<file path="config.mk">
export PLATFORM = sky130hd
export DESIGN_NAME = rotor_display_scanner
export DESIGN_NICKNAME = d
export VERILOG_FILES = /design/src/rtl/rotor_display_scanner_pkg.sv /design/src/rtl/rotor_display_scanner_seg_letter_decoder.sv /design/src/rtl/rotor_display_scanner.sv
export SDC_FILE = /design/constraint.sdc
export NUM_CORES = 1
export LEC_CHECK = 0
export ABC_AREA = 1
export CAP_MARGIN = 20
export CORE_MARGIN = 1
export CORE_UTILIZATION = 50
export CTS_CLUSTER_SIZE = 25
export DETAILED_ROUTE_END_ITERATION = 7
export HOLD_SLACK_MARGIN = 0.02
export PLACE_DENSITY = 0.73
export SYNTH_ARGS = -nofsm -noshare
export SYNTH_HDL_FRONTEND = slang
export SYNTH_SLANG_ARGS = --single-unit
</file>
<file path="constraint.sdc">
create_clock -name clock -period 2.1 [get_ports clock]
set_clock_uncertainty 0.05 [all_clocks]
set_input_delay 0.525 -clock clock [delete_from_list [all_inputs] [get_ports clock]]
set_output_delay 0.525 -clock clock [all_outputs]
set_load 0.005 [all_outputs]
</file>
<file path="src/rtl/rotor_display_scanner_pkg.sv">
// Shared definitions for the rotor display scanner.
// Provides the letter-code width, the blank code, the last printable letter,
// the blink phase enum and the 32-entry glyph table (active-high {g,f,e,d,c,b,a}).
// Codes 0..25 map to A..Z approximations and codes 26..31 are blank.
package rotor_display_scanner_pkg;

    localparam int LETTER_W = 5;

    localparam logic [LETTER_W-1:0] BLANK_CODE  = 5'd31;
    localparam logic [LETTER_W-1:0] LAST_LETTER = 5'd25;

    typedef enum logic {
        PHASE_ON  = 1'b0,
        PHASE_OFF = 1'b1
    } blink_phase_e;

    // Lower-case forms are used where the upper-case letter cannot be drawn
    // on seven segments (b, d, n, o, q, r, t, v). X shares the H glyph.
    localparam logic [6:0] GLYPH_TABLE [32] = '{
        7'h77, 7'h7C, 7'h39, 7'h5E, 7'h79, 7'h71, 7'h3D, 7'h76,  // A b C d E F G H
        7'h30, 7'h1E, 7'h75, 7'h38, 7'h37, 7'h54, 7'h5C, 7'h73,  // I J K L M n o P
        7'h67, 7'h50, 7'h6D, 7'h78, 7'h3E, 7'h1C, 7'h2A, 7'h76,  // q r S t U v W X
        7'h6E, 7'h5B, 7'h00, 7'h00, 7'h00, 7'h00, 7'h00, 7'h00   // Y Z blanks
    };

    function automatic logic [6:0] glyph_of(input logic [LETTER_W-1:0] code);
        return GLYPH_TABLE[code];
    endfunction

endpackage

</file>
<file path="src/rtl/rotor_display_scanner_seg_letter_decoder.sv">
// Combinational letter-to-glyph decoder.
// Ports:
//   code_i  - 5-bit letter code (0..25 = A..Z, 26..31 = blank)
//   glyph_o - active-high segment pattern {g,f,e,d,c,b,a}
module seg_letter_decoder
    import rotor_display_scanner_pkg::*;
(
    input  logic [LETTER_W-1:0] code_i,
    output logic [6:0]          glyph_o
);

    always_comb begin
        glyph_o = glyph_of(code_i);
    end

endmodule

</file>
<file path="src/rtl/rotor_display_scanner.sv">
// Multiplexed 8-digit common-anode 7-segment scanner for the rotor letters.
// Each digit owns SCAN_DIV cycles per frame; the first BLANK_CYCLES of every
// slot keep all digits dark to avoid ghosting. Letter sets are double-buffered
// and only swapped in at a frame boundary so a frame is never torn. The digit
// selected by blink_sel blinks with a half-period of BLINK_FRAMES frames.
// Ports:
//   clock, reset_n          - clock and asynchronous active-low reset
//   load_valid/load_ready   - letter-set handshake, load_data = 5 bits per digit
//   blink_sel               - one-hot (or zero) digit to blink
//   digit_en_n              - active-low digit enables, at most one low
//   seg_n                   - active-low segments {g,f,e,d,c,b,a}
//   frame_tick              - one-cycle pulse after each completed frame
module rotor_display_scanner
    import rotor_display_scanner_pkg::*;
#(
    parameter int NUM_DIGITS   = 8,
    parameter int SCAN_DIV     = 1000,
    parameter int BLANK_CYCLES = 4,
    parameter int BLINK_FRAMES = 64
) (
    input  logic                           clock,
    input  logic                           reset_n,
    input  logic                           load_valid,
    output logic                           load_ready,
    input  logic [LETTER_W*NUM_DIGITS-1:0] load_data,
    input  logic [NUM_DIGITS-1:0]          blink_sel,
    output logic [NUM_DIGITS-1:0]          digit_en_n,
    output logic [6:0]                     seg_n,
    output logic                           frame_tick
);

    localparam int PRESC_W = (SCAN_DIV > 1) ? $clog2(SCAN_DIV) : 1;
    localparam int IDX_W   = (NUM_DIGITS > 1) ? $clog2(NUM_DIGITS) : 1;
    localparam int FRAME_W = (BLINK_FRAMES > 1) ? $clog2(BLINK_FRAMES) : 1;

    localparam logic [PRESC_W-1:0] PRESC_LAST = PRESC_W'(SCAN_DIV - 1);
    localparam logic [PRESC_W-1:0] BLANK_END  = PRESC_W'(BLANK_CYCLES);
    localparam logic [IDX_W-1:0]   IDX_LAST   = IDX_W'(NUM_DIGITS - 1);
    localparam logic [FRAME_W-1:0] FRAME_LAST = FRAME_W'(BLINK_FRAMES - 1);

    logic [PRESC_W-1:0]  presc_q, presc_d;
    logic [IDX_W-1:0]    idx_q, idx_d;
    logic [FRAME_W-1:0]  frameCnt_q, frameCnt_d;
    blink_phase_e        phase_q, phase_d;
    logic [LETTER_W-1:0] active_q [NUM_DIGITS];
    logic [LETTER_W-1:0] active_d [NUM_DIGITS];
    logic [LETTER_W-1:0] pendBuf_q [NUM_DIGITS];
    logic [LETTER_W-1:0] pendBuf_d [NUM_DIGITS];
    logic                pending_q, pending_d;
    logic [NUM_DIGITS-1:0] digitEnN_q, digitEnN_d;
    logic [6:0]          segN_q, segN_d;
    logic                frameTick_q, frameTick_d;

    logic                prescWrap;
    logic                frameEnd;
    logic                showDigit;
    logic [LETTER_W-1:0] curCode;
    logic [6:0]          curGlyph;

    assign curCode = active_q[idx_q];

    seg_letter_decoder u_decoder (
        .code_i  (curCode),
        .glyph_o (curGlyph)
    );

    always_comb begin
        prescWrap   = (presc_q == PRESC_LAST);
        frameEnd    = prescWrap && (idx_q == IDX_LAST);

        presc_d     = prescWrap ? '0 : presc_q + 1'b1;
        idx_d       = idx_q;
        frameCnt_d  = frameCnt_q;
        phase_d     = phase_q;
        active_d    = active_q;
        pendBuf_d   = pendBuf_q;
        pending_d   = pending_q;
        digitEnN_d  = '1;
        segN_d      = 7'h7F;
        frameTick_d = frameEnd;

        if (prescWrap) begin
            idx_d = (idx_q == IDX_LAST) ? '0 : idx_q + 1'b1;
        end

        if (frameEnd) begin
            if (frameCnt_q == FRAME_LAST) begin
                frameCnt_d = '0;
                phase_d    = (phase_q == PHASE_ON) ? PHASE_OFF : PHASE_ON;
            end else begin
                frameCnt_d = frameCnt_q + 1'b1;
            end
        end

        // A pending set always wins at a frame boundary; load_ready is low
        // whenever pending is set, so an accept cannot collide with a swap.
        if (frameEnd && pending_q) begin
            active_d  = pendBuf_q;
            pending_d = 1'b0;
        end else if (load_valid && !pending_q) begin
            for (int k = 0; k < NUM_DIGITS; k++) begin
                pendBuf_d[k] = load_data[k*LETTER_W +: LETTER_W];
            end
            pending_d = 1'b1;
        end

        // Blank-coded digits stay disabled rather than lit with no segments.
        showDigit = (presc_q >= BLANK_END) && (curCode <= LAST_LETTER) &&
                    !(blink_sel[idx_q] && (phase_q == PHASE_OFF));

        if (showDigit) begin
            digitEnN_d = ~(NUM_DIGITS'(1) << idx_q);
            segN_d     = ~curGlyph;
        end
    end

    always_ff @(posedge clock or negedge reset_n) begin
        if (!reset_n) begin
            presc_q     <= '0;
            idx_q       <= '0;
            frameCnt_q  <= '0;
            phase_q     <= PHASE_ON;
            active_q    <= '{default: BLANK_CODE};
            pendBuf_q   <= '{default: BLANK_CODE};
            pending_q   <= 1'b0;
            digitEnN_q  <= '1;
            segN_q      <= 7'h7F;
            frameTick_q <= 1'b0;
        end else begin
            presc_q     <= presc_d;
            idx_q       <= idx_d;
            frameCnt_q  <= frameCnt_d;
            phase_q     <= phase_d;
            active_q    <= active_d;
            pendBuf_q   <= pendBuf_d;
            pending_q   <= pending_d;
            digitEnN_q  <= digitEnN_d;
            segN_q      <= segN_d;
            frameTick_q <= frameTick_d;
        end
    end

    assign load_ready = !pending_q;
    assign digit_en_n = digitEnN_q;
    assign seg_n      = segN_q;
    assign frame_tick = frameTick_q;

endmodule

</file>
# Yosys cells after proc, flatten, opt, wreduce, memory -nomap -nowiden

Memory sizes are Yosys's and may differ from the RTL's.
Cells that the tools add are included.
W data, S select, Z words.

Add/sub/neg operators: 3
Order comparisons: 5
Equality and inequality tests: 3
Shift operators: 1
Mux-type cells: 15
Bitwise gates (word level): 5
Reductions and logical operators: 11

Operators with widths:

| cell                    | count |
|---|---|
| $mux W7                 | 3 |
| $bmux W5 S3             | 1 |
| $add A10 B1 Y10 const B | 1 |
| $eq A10 B10 Y1 const B  | 1 |
| $ge A10 B3 Y1 const B   | 1 |
| $mux W10                | 1 |
| $mux W5                 | 2 |
| $mux W8                 | 1 |
| $not A8 Y8              | 1 |
| $shl A1 B3 Y8 const A   | 1 |
| $not A7 Y7              | 1 |
| $add A6 B1 Y6 const B   | 1 |
| $eq A6 B6 Y1 const B    | 1 |
| $ge A6 B6 Y1 const B    | 1 |
| $logic_and A1 B1 Y1     | 6 |
| $mux W6                 | 1 |
| $not A5 Y6              | 1 |
| $le A5 B5 Y1 const B    | 1 |
| $ge A4 B4 Y1 const B    | 1 |
| $lt A3 B4 Y1 const B    | 1 |
| $mux W1                 | 4 |
| $not A3 Y4              | 1 |
| $reduce_and A2 Y1       | 2 |
| $add A3 B1 Y3 const B   | 1 |
| other kinds (6)         | 7 |

Register bits after elaboration: 117
ROM bits: 224
Input bits: 51
Output and inout bits: 17
Memories kept: 1

Memory list:

| name            | depth | bits a word | read ports | clocked after Yosys merged registers in | wr ports | line                            | text |
|---|---|---|---|---|---|---|---|
| (no name shown) | 32    | 7           | 1          | 0                                       | 0        | rotor_display_scanner_pkg.sv:27 | `return GLYPH_TABLE[code];` |

# Depth between registers and ports, before layout

Depth in word-level cells: 10
Depth in mapped cells: 15
Mapped depth without buffers: 13

# By module

From an unflattened synthesis, not the netlist that was laid out.

Cell total of the unflattened synthesis: 671
Area, all modules: 5,868.1 um^2

By module, submodules not included:

| module                | instances | cells an instance | area an instance (um^2) | seq. area each (um^2) |
|---|---|---|---|---|
| rotor_display_scanner | 1         | 580               | 5,387.7                 | 3,046.7 |
| seg_letter_decoder    | 1         | 91                | 480.5                   | 0.0 |

# Worst setup path after synthesis

OpenSTA, ideal clock, no wires.

Kind: register -> register
From: register idx_q[0]
To: register segN_q[1], in the netlist seg_n[1]
Arrival time: 1.737 ns
Slack: 0.237 ns
Cell stages (with the launch flop): 14
Path buffers: 2
Cells stage by stage: dfrtp_1 -> buf_6 -> buf_6 -> nand2_1 -> nand3_1 -> nand3_1 -> nand2_1 -> ha_1 -> inv_1 -> nand3_1 -> nand3_1 -> nand3_1 -> nand2_1 -> nand2_1

Word-level cells in the longest chain between the ends: 10

Ends and longest elaborated chain:

| element                                    | line                            | text |
|---|---|---|
| from (decl)                                | rotor_display_scanner.sv:42     | `logic [IDX_W-1:0] idx_q, idx_d;` |
| from (signal assigned)                     | rotor_display_scanner.sv:131    | `idx_q <= idx_d;` |
| $not A3 Y4 (implied by the code)           | rotor_display_scanner.sv:60     | `assign curCode = active_q[idx_q];` |
| $bmux W5 S3                                | rotor_display_scanner.sv:60     |  |
| $mux W5 (implied by the code) (2 in a row) | rotor_display_scanner.sv:60     |  |
| $not A5 Y6 (implied by the code)           | rotor_display_scanner_pkg.sv:27 |  |
| $mem_v2 Z32 W7                             | -                               |  |
| $mux W7 (implied by the code) (2 in a row) | rotor_display_scanner_pkg.sv:27 |  |
| $not A7 Y7                                 | rotor_display_scanner.sv:113    | `segN_d = ~curGlyph;` |
| $mux W7 (*)                                | rotor_display_scanner.sv:111    | `if (showDigit) begin` |
| via segN_d[1]                              | rotor_display_scanner.sv:51     | `logic [6:0] segN_q, segN_d;` |
| to (signal assigned)                       | rotor_display_scanner.sv:138    | `segN_q <= segN_d;` |
| to (decl)                                  | rotor_display_scanner.sv:51     |  |

The timed path passes the listed nets; every way through them passes the cells marked *. The select of a mux whose other input is x is not followed.
A chain may end at the register's enable or synchronous reset.

# Worst setup path in the final report

From: register pending_q
To: output load_ready

Word-level cells in the longest chain between the ends: 1

Ends and longest elaborated chain:

| element                | line                         | text |
|---|---|---|
| from (decl)            | rotor_display_scanner.sv:49  | `logic pending_q, pending_d;` |
| from (signal assigned) | rotor_display_scanner.sv:136 | `pending_q <= pending_d;` |
| $logic_not A1 Y1       | rotor_display_scanner.sv:143 | `assign load_ready = !pending_q;` |
| to (decl)              | rotor_display_scanner.sv:24  | `output logic load_ready,` |

Every way passes these cells.

==> out/metrics.cfg <==
[status]
outcome=finished, final reports clean

[setup_path]
crit_required_ns=1.52
critPathArrivalTime_ns=1.45
crit_path_start_kind=flop
regToRegSetupSlack_ns=0.13
worstSetupPathType=flop to output port
critPathMaxFanout=3
crit_chain=inv_1 -> clkdlybuf4s50_1
slowest_stage=clkdlybuf4s50_1
endpoint_kind=output port
critPathMaxStageDelay_ns=0.52

[floorplanning]
die_w_um=109
dieHeight_um=109
core_mm2=0.0110
floorplan.rows=38
dieArea_mm2=0.0119
io_pins=68
start_util=0.521

[synth]
ys_seq_area_frac=0.531
synth-seq-cells=117
synth.distinct_cells=33
syn_nets=686
synth_area_leader_cell=dfstp_2
synth_warnings=0
syn_area_per_cell_um2=9.28
synth_cells=619
synth_area_mm2=0.00574
synth_top_area_frac=0.435
synth_area_leaders=dfstp_2, nand2_1, dfrtp_1

[route]
ant_nets=0
vias=4418
drcViolationCount=0
dr.first_iter.drc_count=298
vias_per_cell=5.18
route.detailed.wl_per_inst_um=14.2
dr.pass1.iters=7
routed_wl_mm=12.1

[cells_and_area]
drive_gt1_frac=0.295
diodes=0
post-route-util=0.661
area_growth_pct=27.0
final_nets=767

[power_and_ir_drop]
peakVddDrop_mv=0.505
power_density_mw_per_mm2=765
p_clk_frac=0.515
switching_share=0.218
p_int_mw=4.36
finalPower_mw=5.58
p_leak_nw=3.22
comb_power_share=0.043
seq_power_share=0.442
p_sw_mw=1.22

[global_route]
grt_first_pass_wirelength_mm=20.4
grt_max_degree=52
grt_overflow=0
grt_use_total=0.225
first_global_vias=4346
antenna_found_initial=0

[flow_run]
maxCapViolations=0

[clocking]
cts_buffers=17
cts_buffer_depth=2
cts_tree=done
path_clk_slew_ns=0.06
clk_latency_ns=0.42
cts_max_level=4
cts-root-buf=clkbuf_16
cts.sinks=117

[sta]
slew_violations=0
worst_slew_pin_slew_ns=0.441
tns_ns=0
fin_crit_sh=0.963
setup_viol=0
fin_crit_ns=2.02
slew_headroom=0.706
max_freq_mhz=494
rsz0062_at_grt=yes
final_hold_viol_count=0

[placed_design]
port_buffers=67
gp_congestion=0.859
hpwl_mm=8.55

[min_path]
hold_path.class=flop to flop

-- worst max-delay path, delay by kind of cell (launching register included) --
kind,cells,cell delay (ns)
buffers and inverters,2,0.65
DFF,1,0.38
-- kinds of logic (layout without fill, tap and decap cells) --
logic type | count (synthesis) | in the layout | share of synthesized area
flops | 117 | 117 | 0.531
compound gates | 64 | 64 | 0.0584
fa+ha+maj | 16 | 16 | 0.0349
simple gates | 273 | 273 | 0.207
xor+xnor | 6 | 6 | 0.00915
buf+inv | 103 | 197 | 0.0819
mux | 40 | 40 | 0.0784
-- metal layers --
layer  vias up  wire [µm]  global-route usage
met1      2108       5550               0.301
li1       2159          -                   -
met5         -          0                   0
met2       135       5740               0.351
met4         0        180              0.0917
met3        16        652              0.0544
-- power by group through the flow --
stage          Clock (mW)  Sequential [mW]  Combinational [mW]
6_report             2.87             2.47               0.238
5_1_grt              3.03             2.48               0.262
4_1_cts              2.91             2.47               0.245
3_5_place_dp            0             2.50               0.243
3_3_place_gp            0             2.49               0.232
2_1_floorplan           0             2.48              0.0856
-- cells in the final DEF (no fill, tap or decap), types with 3 or more instances in the layout --
cell type	synthesis	final
xor2_1	3	3
ha_1	16	15
clkdlybuf4s50_1	0	66
inv_1	76	75
o21ai_0	50	50
mux2_2	40	40
buf_12	0	6
clkinv_4	0	5
dfrtp_1	22	20
a21oi_1	9	9
nor3_1	5	5
nand2_4	1	4
nor2_1	17	17
inv_4	0	3
nand2_2	6	5
buf_4	2	12
dfstp_2	95	95
nand2_1	164	162
xnor2_1	3	3
nand4_1	5	5
nand3_2	3	4
clkbuf_16	0	18
nand3_1	68	66
-- layout make-up --
cell class | instances | area [µm²]
fill | 872 | 3740
sequential | 117 | 3050
multi-input combinational | 399 | 2260
timing repair buffer | 86 | 906
clock buffer | 19 | 443
inverter | 79 | 307
tap | 140 | 175
clock inverter | 13 | 149
-- metrics by stage --
step	hold WS, ns	std cells	worst slack (ns)	cell area (µm²)
2_1_floorplan	0.179	619	0.237	5740
3_3_place_gp	0.410	817	0.109	6610
3_5_place_dp	0.410	817	0.0159	6610
4_1_cts	0.418	850	0.0175	7210
5_1_grt	0.433	853	-0.000513	7290
6_report	0.417	853	0.0769	7290
-- timing repair --
item,4_1_cts,5_1_grt
cloned,0,1
hold buffers,1,0
hold endpoints to repair,8,0
setup buffers,0,2
pin swaps,0,2
setup endpoints to repair,3,14
gates resized for setup,1,12
-- final timing paths --
path	from	to	depth (start not counted)
worst max register to register	idx_q[0]	seg_n[0]	13
worst min register to register	pendBuf_q[39]	active_q[39]	2
min in group asynchronous	reset_n	pending_q	2
max in group asynchronous	reset_n	digit_en_n[5]	3
worst max-delay path	pending_q	load_ready	2
worst min-delay path	pendBuf_q[39]	active_q[39]	2
-- synthesized netlist by cell type --
cell type and count:
nor2_2 1, buf_2 12, buf_8 1, a21oi_1 9
nand3_2 3, dfrtp_1 22, nand2_4 1, inv_8 1
o211ai_1 1, dfstp_2 95, buf_4 2, nor2_4 1
nand4_1 5, o21ai_0 50, xnor2_1 3, nor3_1 5
o21ai_2 1, nand3_1 68, nor2_1 17, clkbuf_2 4
inv_1 76, xor2_1 3, nand2_1 164, o31ai_1 1
mux2_2 40, nand2_2 6, nor4_1 1, o21ai_1 1
o221a_2 1, buf_6 5, nand3b_1 1, inv_2 2
ha_1 16
-- sequential cells by signal (all words and copies together), names as in the netlist --
signal / cells
active_q: 40
pendBuf_q: 40
presc_q: 10
digit_en_n: 8
seg_n: 7
frameCnt_q: 6
idx_q: 3
frame_tick: 1
pending_q: 1
phase_q: 1
Note: power is estimated with default switching activity, not from simulation.
==> patch (config.mk and constraints unchanged) <==
Register the output `digit_en_n` once more, with the module's reset; this adds one clock of latency there. The other outputs are not delayed to match.
--- a/src/rtl/rotor_display_scanner.sv
+++ b/src/rtl/rotor_display_scanner.sv
@@ -142,5 +142,11 @@
 
     assign load_ready = !pending_q;
-    assign digit_en_n = digitEnN_q;
+    always_ff @(posedge clock or negedge reset_n) begin
+        if (!reset_n) begin
+            digit_en_n <= '0;
+        end else begin
+            digit_en_n <= digitEnN_q;
+        end
+    end
     assign seg_n      = segN_q;
     assign frame_tick = frameTick_q;
Check against the original RTL: not equivalent (a bounded check fails within 4 cycles, from zero or initial values and one cycle with reset_n low).
==> patch against the unedited design <==
- the flow now finishes with violations (design-rule violations)
- sequential cell count rose by 8
- setup slack got worse by 0.0058 ns
- synthesized area rose by 3.5%
- cell area rose by 3.1%
- wire length rose by 1.9%
- register-to-register slack improved by 0.03 ns
- largest power group unchanged
- power rose by 6.1%
- maximum frequency fell by 0.28%
==> patch: results (changes against the unedited design) <==
crit_arrival_ns: 1.45  # about the same
worstSetupEndpoint: "load_ready"
rr_startpoint: "idx_q[0]$_DFFE_PN0P_"
drc_errors: 12  # +12
drt_iter0_markers: 261  # -12%
dp_hpwl_mm: 8.74  # +2.3%
place_ws_ns: 0.0549  # +0.0390 ns
synth-async-reset-ratio_pct: 100  # unchanged
grt_max_degree: 54  # +3.8%
synth_common_cells: "164 x nand2_1, 95 x dfstp_2, 76 x inv_1"
failed_checks: "design-rule violations"
power.leakage_nw: 3.32  # +3.2%
viasPerCell: 5.13  # -0.88%
final_nets: 777  # +1.3%
crit_fanout: 3  # unchanged
synth_nets: 694  # +1.2%
synth_area_leaders: "dfstp_2 42%, dfrtp_1 13%, nand2_1 10%"
min_path_type: "register to register"
drt_pass1_iterations: 7  # unchanged
max_freq_ghz: 0.493  # -0.28%
cpPeakStageDelay_ns: 0.52  # about the same
min_to: "digit_en_n[0]$_DFF_PN0_"
yosys_warnings: 0  # unchanged
antennaDiodeCount: 0  # unchanged
holdPathStages: 0  # -2
yosysSeqAreaShare_pct: 54.6  # +1.6 points
crit_path_start: "pending_q$_DFFE_PN0P_"
r2r_cells: 13  # unchanged
slew_headroom_pct: 70.6  # about the same
antenna_found_initial: 0  # unchanged
htree_levels: 4  # unchanged
routed_wl_mm: 12.3  # +1.9%
cts_buffer_depth: 2  # unchanged
port_buffers: 67  # unchanged
clk_pin_slew_ns: 0.05
grt_usage_pct: 22.1  # -0.38 points
grt_pass1_wl_mm: 21.6  # +5.9%
post_dp_cell_area_um2: 6810  # +3.1%
synth_ff_type: "dfstp_2"
reg2reg_to: "digitEnN_q[5]$_DFF_PN1_"
crit_slowest_cell: "clkdlybuf4s50_1"
hold_start: "digitEnN_q[0]$_DFF_PN1_"
drive_gt1_share_pct: 29.2  # -0.27 points
status: "finished, violations left"
clock_latency_ns: 0.42  # about the same
ir_drop_mv: 0.617  # +22%
gp_congestion: 0.831  # -3.3%
grt_pass1_vias: 4612  # +6.1%
ff2ff_setup_slack_ns: 0.16  # +0.03 ns
yosysUniqueCellTypes: 33  # unchanged
root_buffer: "clkbuf_16"
## patch: final cells by class
type / count / area [um^2]
multi-input combinational: 399 / 2250
timing repair buffer: 88 / 908
fill: 905 / 4000
inverter: 79 / 309
sequential: 125 / 3250
clock inverter: 12 / 166
clock buffer: 20 / 457
tap: 143 / 179
## patch: power by group
part	total (mW)	internal (mW)	switching [mW]	leakage [nW]
Sequential	2.63	2.57	0.0521	1.35
Clock	3.05	2.03	1.02	0.306
Combinational	0.241	0.156	0.0858	1.67
Total	5.92	4.76	1.16	3.32
## patch: logic make-up (layout without fill, tap and decap cells)
| kind of cell | count (synthesis) | after routing | share of synthesized area (%) |
|---|---|---|---|
| AND/OR/NAND/NOR | 273 | 273 | 20.0 |
| XOR/XNOR | 6 | 6 | 0.885 |
| adder cells (fa/ha/maj) | 16 | 16 | 3.37 |
| flip-flops | 125 | 125 | 54.6 |
| AO/OA/AOI/OAI | 64 | 64 | 5.64 |
| multiplexers | 40 | 40 | 7.58 |
| buffers and inverters | 103 | 199 | 7.92 |
## patch: repair_timing
action,CTS,global route
hold buffers,1,0
buffers inserted,0,2
pin swaps,0,1
endpoints found under the setup margin,1,44
hold endpoints to repair,1,0
cloned,0,1
resized for setup,1,8
## patch: worst max-delay path: cells and delay by family (launching register included)
kind | cells | cell delay (ns)
buf+inv | 2 | 0.64
flops | 1 | 0.40
## patch: metal layers
metal  part of all wire (%)  GRT usage, %  vias to the layer above
met2                     47          35.5                      107
li1                       -             -                     2175
met3                    4.1          4.81                       23
met5                      0             0                        -
met4                    2.4          10.2                        0
met1                     46          28.9                     2141
## patch: stage by stage
step	hold slack, ns	cells
floorplan	0.179	627
global placement	0.332	830
detailed placement	0.332	830
CTS	0.340	863
global route	0.346	866
finish	0.338	866
